File: src/rtl/rtc_time_core.sv
// rtc_time_core: 1 Hz prescaler, HH:MM:SS timekeeping and BCD display outputs.
// It also provides 12/24-hour display, hold-to-edit set mode, and an optional alarm.
// Optional alarm: define RTC_ALARM_EN to add alarm hour/minute fields 3 and 4.
module rtc_time_core #(
    parameter int CLK_HZ = 12_000_000
) (
    input  logic       i_clk,
    input  logic       i_reset,
    input  logic       i_wr,
    input  logic       i_sel_inc,
    input  logic       i_sel_dec,
    input  logic       i_val_inc,
    input  logic       i_val_dec,
    input  logic       i_mode_24h,
    input  logic       i_alarm_arm,
    output logic [7:0] o_hh,
    output logic [7:0] o_mm,
    output logic [7:0] o_ss,
    output logic       o_pm,
    output logic       o_edit,
    output logic [2:0] o_sel,
    output logic       o_tick,
    output logic       o_alarm
);
    localparam int PW = (CLK_HZ > 1) ? $clog2(CLK_HZ) : 1;
    localparam logic [PW-1:0] PRESC_MAX = PW'(CLK_HZ - 1);
`ifdef RTC_ALARM_EN
    localparam logic [2:0] SEL_LAST = 3'd4;
`else
    localparam logic [2:0] SEL_LAST = 3'd2;
`endif

    logic [PW-1:0] presc, presc_n;
    logic [4:0]    hour, hour_n, disp_hour;
    logic [5:0]    min, min_n, sec, sec_n;
    logic          edit, edit_n, tick_n, pm_n, alarm_n;
    logic [2:0]    sel, sel_n;
    logic [5:0]    fld_cur, fld_max, fld_new;
`ifdef RTC_ALARM_EN
    logic [4:0]    al_hour, al_hour_n;
    logic [5:0]    al_min, al_min_n;
`else
    logic          unused_arm;
    assign unused_arm = i_alarm_arm;
`endif

    function automatic logic [5:0] wrap_step(input logic [5:0] v, input logic [5:0] vmax,
                                             input logic up);
        if (up) return (v == vmax) ? 6'd0 : v + 6'd1;
        return (v == 6'd0) ? vmax : v - 6'd1;
    endfunction

    function automatic logic [7:0] to_bcd(input logic [5:0] v);
        return {4'(v / 6'd10), 4'(v % 6'd10)};
    endfunction

    // Next-state: mode toggle, field editing, or prescaler/time advance;
    // outputs are registered from these next values so they match the state.
    always_comb begin
        presc_n = presc;
        hour_n  = hour;
        min_n   = min;
        sec_n   = sec;
        edit_n  = edit;
        sel_n   = sel;
        tick_n  = 1'b0;
        fld_cur = 6'd0;
        fld_max = 6'd59;
`ifdef RTC_ALARM_EN
        al_hour_n = al_hour;
        al_min_n  = al_min;
`endif
        case (sel)
            3'd0: begin fld_cur = {1'b0, hour}; fld_max = 6'd23; end
            3'd1: fld_cur = min;
            3'd2: fld_cur = sec;
`ifdef RTC_ALARM_EN
            3'd3: begin fld_cur = {1'b0, al_hour}; fld_max = 6'd23; end
            3'd4: fld_cur = al_min;
`endif
            default: ;
        endcase
        fld_new = wrap_step(fld_cur, fld_max, i_val_inc);

        if (i_wr) begin
            // Mode toggle pre-empts everything else this cycle, including a tick.
            edit_n  = ~edit;
            presc_n = '0;
            if (!edit) sel_n = 3'd0;
        end else if (edit) begin
            if (i_val_inc ^ i_val_dec) begin
                case (sel)
                    3'd0: hour_n = fld_new[4:0];
                    3'd1: min_n  = fld_new;
                    3'd2: sec_n  = fld_new;
`ifdef RTC_ALARM_EN
                    3'd3: al_hour_n = fld_new[4:0];
                    3'd4: al_min_n  = fld_new;
`endif
                    default: ;
                endcase
            end
            if (i_sel_inc & ~i_sel_dec)
                sel_n = (sel == SEL_LAST) ? 3'd0 : sel + 3'd1;
            else if (i_sel_dec & ~i_sel_inc)
                sel_n = (sel == 3'd0) ? SEL_LAST : sel - 3'd1;
        end else if (presc == PRESC_MAX) begin
            presc_n = '0;
            tick_n  = 1'b1;
            if (sec == 6'd59) begin
                sec_n = 6'd0;
                if (min == 6'd59) begin
                    min_n  = 6'd0;
                    hour_n = (hour == 5'd23) ? 5'd0 : hour + 5'd1;
                end else begin
                    min_n = min + 6'd1;
                end
            end else begin
                sec_n = sec + 6'd1;
            end
        end else begin
            presc_n = presc + 1'b1;
        end

        if (i_mode_24h)          disp_hour = hour_n;
        else if (hour_n == 5'd0) disp_hour = 5'd12;
        else if (hour_n > 5'd12) disp_hour = hour_n - 5'd12;
        else                     disp_hour = hour_n;
        pm_n = ~i_mode_24h & (hour_n >= 5'd12);
`ifdef RTC_ALARM_EN
        alarm_n = ~edit_n & i_alarm_arm & (hour_n == al_hour_n) & (min_n == al_min_n);
`else
        alarm_n = 1'b0;
`endif
    end

    // State and registered display outputs.
    always_ff @(posedge i_clk) begin
        if (i_reset) begin
            presc   <= '0;
            hour    <= 5'd0;
            min     <= 6'd0;
            sec     <= 6'd0;
            edit    <= 1'b0;
            sel     <= 3'd0;
            o_hh    <= i_mode_24h ? 8'h00 : 8'h12;
            o_mm    <= 8'h00;
            o_ss    <= 8'h00;
            o_pm    <= 1'b0;
            o_edit  <= 1'b0;
            o_sel   <= 3'd0;
            o_tick  <= 1'b0;
            o_alarm <= 1'b0;
        end else begin
            presc   <= presc_n;
            hour    <= hour_n;
            min     <= min_n;
            sec     <= sec_n;
            edit    <= edit_n;
            sel     <= sel_n;
            o_hh    <= to_bcd({1'b0, disp_hour});
            o_mm    <= to_bcd(min_n);
            o_ss    <= to_bcd(sec_n);
            o_pm    <= pm_n;
            o_edit  <= edit_n;
            o_sel   <= sel_n;
            o_tick  <= tick_n;
            o_alarm <= alarm_n;
        end
    end

`ifdef RTC_ALARM_EN
    // Alarm set-point registers.
    always_ff @(posedge i_clk) begin
        if (i_reset) begin
            al_hour <= 5'd0;
            al_min  <= 6'd0;
        end else begin
            al_hour <= al_hour_n;
            al_min  <= al_min_n;
        end
    end
`endif
endmodule

File: config.mk
export PLATFORM = sky130hd
export DESIGN_NAME = rtc_time_core
export DESIGN_NICKNAME = d
export VERILOG_FILES = /design/src/rtl/rtc_time_core.sv
export SDC_FILE = /design/constraint.sdc
export NUM_CORES = 1
export LEC_CHECK = 0
export CAP_MARGIN = 15
export CORE_MARGIN = 3
export CORE_UTILIZATION = 45
export DETAILED_ROUTE_END_ITERATION = 16
export SKIP_LAST_GASP = 1
export SLEW_MARGIN = 20
export SYNTH_ARGS = -nofsm -noshare
export SYNTH_HDL_FRONTEND = slang
export SYNTH_SLANG_ARGS = --single-unit
File: constraint.sdc
create_clock -name i_clk -period 5.7 [get_ports i_clk]
set_input_delay 1.14 -clock i_clk [delete_from_list [all_inputs] [get_ports i_clk]]
set_output_delay 1.14 -clock i_clk [all_outputs]
set_load 0.01 [all_outputs]
==> results of run 1 <==
-- per-layer routing --
metal	track usage	vias up	wire length [um]	share of wire
met5	0	-	0	0
met4	0.07933	0	334	0.023
met3	0.04599	30	873	0.060
met2	0.3547	181	6412	0.44
met1	0.3284	2451	6935	0.48
li1	-	2505	-	-
-- power breakdown --
| group | total [mW] | leakage [nW] | switching (mW) | internal [mW] |
|---|---|---|---|---|
| Clock | 0.567 | 0.148 | 0.207 | 0.360 |
| Combinational | 0.303 | 1.48 | 0.176 | 0.127 |
| Sequential | 0.495 | 0.528 | 0.0203 | 0.475 |
-- flip-flops by register name, summed over array words and instances, names as in the netlist --
register  cells
sel           3
edit          1
o_ss          7
o_tick        1
o_hh          6
hour          5
min           5
sec           5
presc        24
o_mm          7
o_pm          1
-- area by class of cell --
type	instances	area share
clock buffers	11	0.04272
flip-flops and latches	65	0.2200
inverters	28	0.01840
well taps	140	0.02961
multi-input cells	525	0.5969
clock inverters	4	0.008672
repair buffers	55	0.08376
-- path summary, 6_finish.rpt --
check / startpoint / cells past startpoint / endpoint
worst max-delay path: sel[0]$_SDFFE_PP0P_ / 21 / o_hh[2]$_SDFF_PP0_
worst max register to register: sel[0]$_SDFFE_PP0P_ / 21 / o_hh[2]$_SDFF_PP0_
worst min register to register: presc[18]$_SDFFE_PP0N_ / 2 / presc[18]$_SDFFE_PP0N_
worst min-delay path: presc[18]$_SDFFE_PP0N_ / 2 / presc[18]$_SDFFE_PP0N_
-- through the flow --
step	std cells	instance area, um^2
detailed placement	813	5612
global placement	813	5612
global route	828	5916
finish	828	5916
floorplan	658	5145
CTS	828	5916
-- layout by cell type, fill, tap and decap left out, drive strengths merged, types with 5 or more instances in the layout --
cell type	count
nor2	79
dfxtp	65
nand2	51
o21ai	35
clkdlybuf4s50	33
a21oi	32
nand3	32
inv	26
buf	22
ha	18
nand4	18
xor2	17
nor3	14
o211ai	12
clkbuf	11
nor2b	10
and2	10
and3	9
and4	9
a31oi	9
o21a	9
or3	9
mux2i	8
xnor2	8
nor4	8
or2	8
a211oi	8
nand2b	7
a311oi	7
a22oi	7
a21o	6
a222oi	5
conb	5
o221ai	5
-- cells by family after synthesis --
logic type	Yosys count	share of synthesized area
compound gates	187	0.2776
xor+xnor	25	0.04268
fa+ha+maj	19	0.04585
buf+inv	68	0.06097
flops	65	0.2537
mux	11	0.02439
other cells	1	0.0007310
simple gates	278	0.2941
-- worst reg2reg max path, stage by stage, from the launching register on --
cell	delay, ns
dfxtp_1	0.43
inv_1	0.12
ha_1	0.24
buf_4	0.20
a222oi_1	0.37
or2_2	0.22
ha_1	0.17
o221a_2	0.22
and3_1	0.25
mux2_2	0.39
or3_4	0.42
nand2_4	0.14
ha_1	0.21
o21ai_0	0.09
a211oi_1	0.23
a22oi_1	0.16
o21a_1	0.23
o21bai_1	0.17
o21a_1	0.20
ha_1	0.28
o2bb2ai_1	0.13
a221oi_1	0.22
==> impl_metrics.json, run 1 <==
{
  "status": "finished, final reports clean",
  "critPathKind": "reg -> reg",
  "crit_fanout": 14,
  "p_per_area_nw_per_um2": 230.8,
  "utilization": 0.5386,
  "gp_congestion": 0.9665,
  "dieArea_um2": 12720,
  "synth_top_area_share": 0.2537,
  "htreeDepth": 3,
  "synth-seq-cells": 65,
  "cts_resized": 0,
  "nFillCells": 1039,
  "synthCells": 654,
  "min_path_type": "reg -> reg",
  "synthMostInstantiatedCell": "nor2_1",
  "wl_per_cell_um": 17.58,
  "worst_hold_slack_ns": 0.4914,
  "cts_hold_buffers": 0,
  "grt_pass1_wl_um": 24240,
  "grt_use_total": 0.2325,
  "dp_hpwl_um": 10700,
  "cpLargestDelayFamily": "compound AO/OA/AOI/OAI gates",
  "period_share": 0.9115,
  "irDropWorstVdd_uv": 203.9,
  "initial_core_util": 0.4671,
  "path_common_cell": "ha_1",
  "maxSlewViolCount": 0,
  "drt_iter0_drc": 542,
  "cp-start-kind": "flop",
  "dieWidth_um": 112.8,
  "fin_nets": 711,
  "cts_buffers": 9,
  "fin_ws_ns": 0.5045,
  "critPathCaptureType": "flop",
  "netlist_top_cells_count": "78 x nor2_1, 65 x dfxtp_1, 50 x nand2_1, 31 x a21oi_1, 31 x nand3_1",
  "maxCapViolCount": 0,
  "antenna_left": 0,
  "setup_viol": 0,
  "cts.sinks": 65,
  "io_buffers": 33,
  "synth-async-reset-ratio": 0,
  "slowest_stage": "dfxtp_1",
  "cts_tree": "done",
  "num_rows": 38,
  "drc_errors": 0,
  "multi_input_area_um2": 3531,
  "path_buf_inv": 2,
  "dominantRegCellSynth": "dfxtp_1",
  "dr.pass1.iters": 5,
  "antenna_found_initial": 0,
  "cts_root_buf": "clkbuf_16",
  "clk_pin_slew_ns": 0.06,
  "drive_above_1_share": 0.1148,
  "path_cells": "inv_1, ha_1, buf_4, a222oi_1, or2_2, ha_1, o221a_2, and3_1, mux2_2, or3_4, nand2_4, ha_1, o21ai_0, a211oi_1, a22oi_1, o21a_1, o21bai_1, o21a_1, ha_1, o2bb2ai_1, a221oi_1",
  "totalWireLength_um": 14560,
  "fmax_mhz": 192.5,
  "r2r_slack_ns": 0.50,
  "n_antenna_cell": 0,
  "grt_pass1_vias": 4879,
  "grt_max_degree": 28,
  "yosysTopAreaCell": "dfxtp_1",
  "vias": 5167,
  "io_pins": 40,
  "vias_per_cell": 6.240,
  "rsz0062_at_grt": "false",
  "ys_top_cells_by_area": "dfxtp_1 25%, nor2_1 5.7%, ha_1 4.4%",
  "crit_path_max_incr_delay_ns": 0.43,
  "regArea_um2": 1301,
  "ys_seq_area_frac": 0.2537,
  "skew_ns": 0.007283,
  "worst_ep_required_time_ns": 5.93,
  "syn_to_final_growth_pct": 15.32,
  "setup_tns_ns": 0,
  "ys_types": 96,
  "cp.arrival_ns": 5.43,
  "cts_buffer_depth": 2,
  "worstMarginPinSlew_ns": 1.001,
  "grt-ovfl-total": 0,
  "post_cts_buffers": 0,
  "clock_latency_ns": 0.34,
  "hold_viol_final": 0,
  "dp_slack_ns": 0.4767,
  "netlist_area_um2": 5130,
  "core_um2": 10980,
  "power.leakage_nw": 2.154,
  "relSlewSlack": 0.3306,
  "fin_total_pwr_mw": 1.365,
  "die_h_um": 112.8,
  "min_period_ns": 5.196,
  "synth_edf_count": 0,
  "syn_area_per_cell_um2": 7.844,
  "yosysWarnings": 0
}
(Power assumes the default switching activity.)
==> run 2: changes to the inputs <==
Settings changed: CORE_UTILIZATION 45 to 35, SKIP_CTS_REPAIR_TIMING from default to 1.
==> impl_metrics.json, run 2 (synthesized netlist as in run 1, its figures left out) <==
{
  "critPathCaptureType": "flop",
  "hold_depth": 2,
  "setup_viol": 0,
  "grt_pass1_wl_um": 24380,
  "cts_buffers": 9,
  "met3_usage": 0.05309,
  "utilization": 0.4224,
  "worst_ep_required_time_ns": 5.94,
  "fin_total_pwr_mw": 1.330,
  "cts_tree": "done",
  "r2r.worst_path.cells": 21,
  "gp_congestion": 1.006,
  "initial_core_util": 0.3639,
  "vias": 5159,
  "fmax_mhz": 189.7,
  "drt_iter0_drc": 412,
  "worstMarginPinSlew_ns": 0.9598,
  "cts_buffer_depth": 2,
  "relSlewSlack": 0.3558,
  "whs_endpoint": "presc[18]$_SDFFE_PP0N_",
  "grt_use_total": 0.1830,
  "io_pins": 40,
  "drive_above_1_share": 0.1145,
  "final_cell_mix": "78 x nor2_1, 65 x dfxtp_1, 50 x nand2_1",
  "vias_per_cell": 5.930,
  "htreeDepth": 3,
  "grt_max_degree": 29,
  "largest-register": "presc",
  "core_um2": 14100,
  "dr.pass1.iters": 6,
  "rsz0062_at_grt": "false",
  "grt_busiest_layer": "met2",
  "dieWidth_um": 127.1,
  "min_period_ns": 5.272,
  "irDropWorstVdd_uv": 195.1,
  "mostFrequentLayoutCell": "nor2_1",
  "n_antenna_cell": 0,
  "drc_errors": 0,
  "status": "finished, final reports clean",
  "totalWireLength_um": 14600,
  "maxCapViolCount": 0,
  "r2r_slack_ns": 0.43,
  "grt-ovfl-total": 0,
  "antenna_left": 0,
  "io_buffers": 33,
  "setup_tns_ns": 0,
  "syn_to_final_growth_pct": 16.07,
  "num_rows": 43,
  "worst_hold_slack_ns": 0.4831,
  "r2r_start": "sel[1]$_SDFFE_PP0P_",
  "maxSlewViolCount": 0,
  "wl_per_cell_um": 16.78,
  "cts.sinks": 65,
  "skew_ns": 0.007253,
  "antenna_found_initial": 0,
  "grt_use_met2": 0.2836,
  "hp-start": "presc[18]$_SDFFE_PP0N_",
  "clk_pin_slew_ns": 0.05,
  "grt_pass1_vias": 4920,
  "clock_latency_ns": 0.34,
  "cp.arrival_ns": 5.51,
  "cp-start-kind": "flop",
  "critPathKind": "reg -> reg",
  "cts_root_buf": "clkbuf_16",
  "min_path_type": "reg -> reg",
  "die_h_um": 127.1,
  "hold_viol_final": 0,
  "reg2reg_to": "o_hh[2]$_SDFF_PP0_",
  "dp_hpwl_um": 10980,
  "crit_fanout": 12,
  "dieArea_um2": 16150,
  "use_met1": 0.2424,
  "p_per_area_nw_per_um2": 223.3,
  "fin_nets": 713,
  "largest_reg_flops": 24,
  "reg_top3": "presc x24, o_mm x7, o_ss x7",
  "startpoint": "sel[1]$_SDFFE_PP0P_",
  "period_share": 0.9249,
  "power.leakage_nw": 2.156
}
-- run 2: where the power goes --
| group | internal, mW | switching, mW |
|---|---|---|
| Combinational | 0.130 | 0.182 |
| Clock | 0.333 | 0.192 |
| Sequential | 0.475 | 0.0165 |
-- run 2: area by class of cell --
class | count | area (um^2)
clock buffers | 11 | 232.7
clock inverters | 4 | 45.04
fillers | 1438 | 8142
inverters | 28 | 108.9
multi-input cells | 525 | 3531
flip-flops and latches | 65 | 1301
well taps | 180 | 225.2
repair buffers | 57 | 510.5
-- run 2: worst max-delay path by stage --
stage / slack, ns / end / cells past startpoint
after detailed placement: 0.47 / o_hh[2]$_SDFF_PP0_ / 21
after global placement: 0.59 / o_hh[2]$_SDFF_PP0_ / 17
after floorplan: 0.74 / o_hh[2]$_SDFF_PP0_ / 21
final: 0.43 / o_hh[2]$_SDFF_PP0_ / 21
after CTS: 0.43 / o_hh[2]$_SDFF_PP0_ / 21
after global routing: 0.06 / o_hh[2]$_SDFF_PP0_ / 21
-- run 2: through the flow --
step	area, um^2	instances	worst slack [ns]
global route	5954	870	0.05648
finish	5954	870	0.4279
CTS	5954	870	0.4316
global placement	5677	855	0.5948
detailed placement	5677	855	0.4719
floorplan	5145	658	0.7397
-- run 2: critical path: stages (launching register included) --
cell       delay [ns]
dfxtp_1          0.42
inv_1            0.11
ha_1             0.35
a222oi_1         0.38
buf_4            0.18
or2_2            0.14
ha_1             0.18
o221a_2          0.23
and3_1           0.25
mux2_2           0.39
or3_4            0.42
nand2_4          0.14
ha_1             0.21
nor2_1           0.09
nor3_1           0.32
a41oi_4          0.10
nor4_4           0.33
inv_1            0.07
o21a_1           0.17
ha_1             0.29
o2bb2ai_1        0.13
a221oi_1         0.24
-- run 2: per-layer routing --
| metal | routed length [um] | part of all wire | vias to the layer above |
|---|---|---|---|
| met4 | 305 | 0.021 | 0 |
| met3 | 939 | 0.064 | 28 |
| met5 | 0 | 0 | - |
| met1 | 6732 | 0.46 | 2425 |
| li1 | - | - | 2512 |
| met2 | 6622 | 0.45 | 194 |
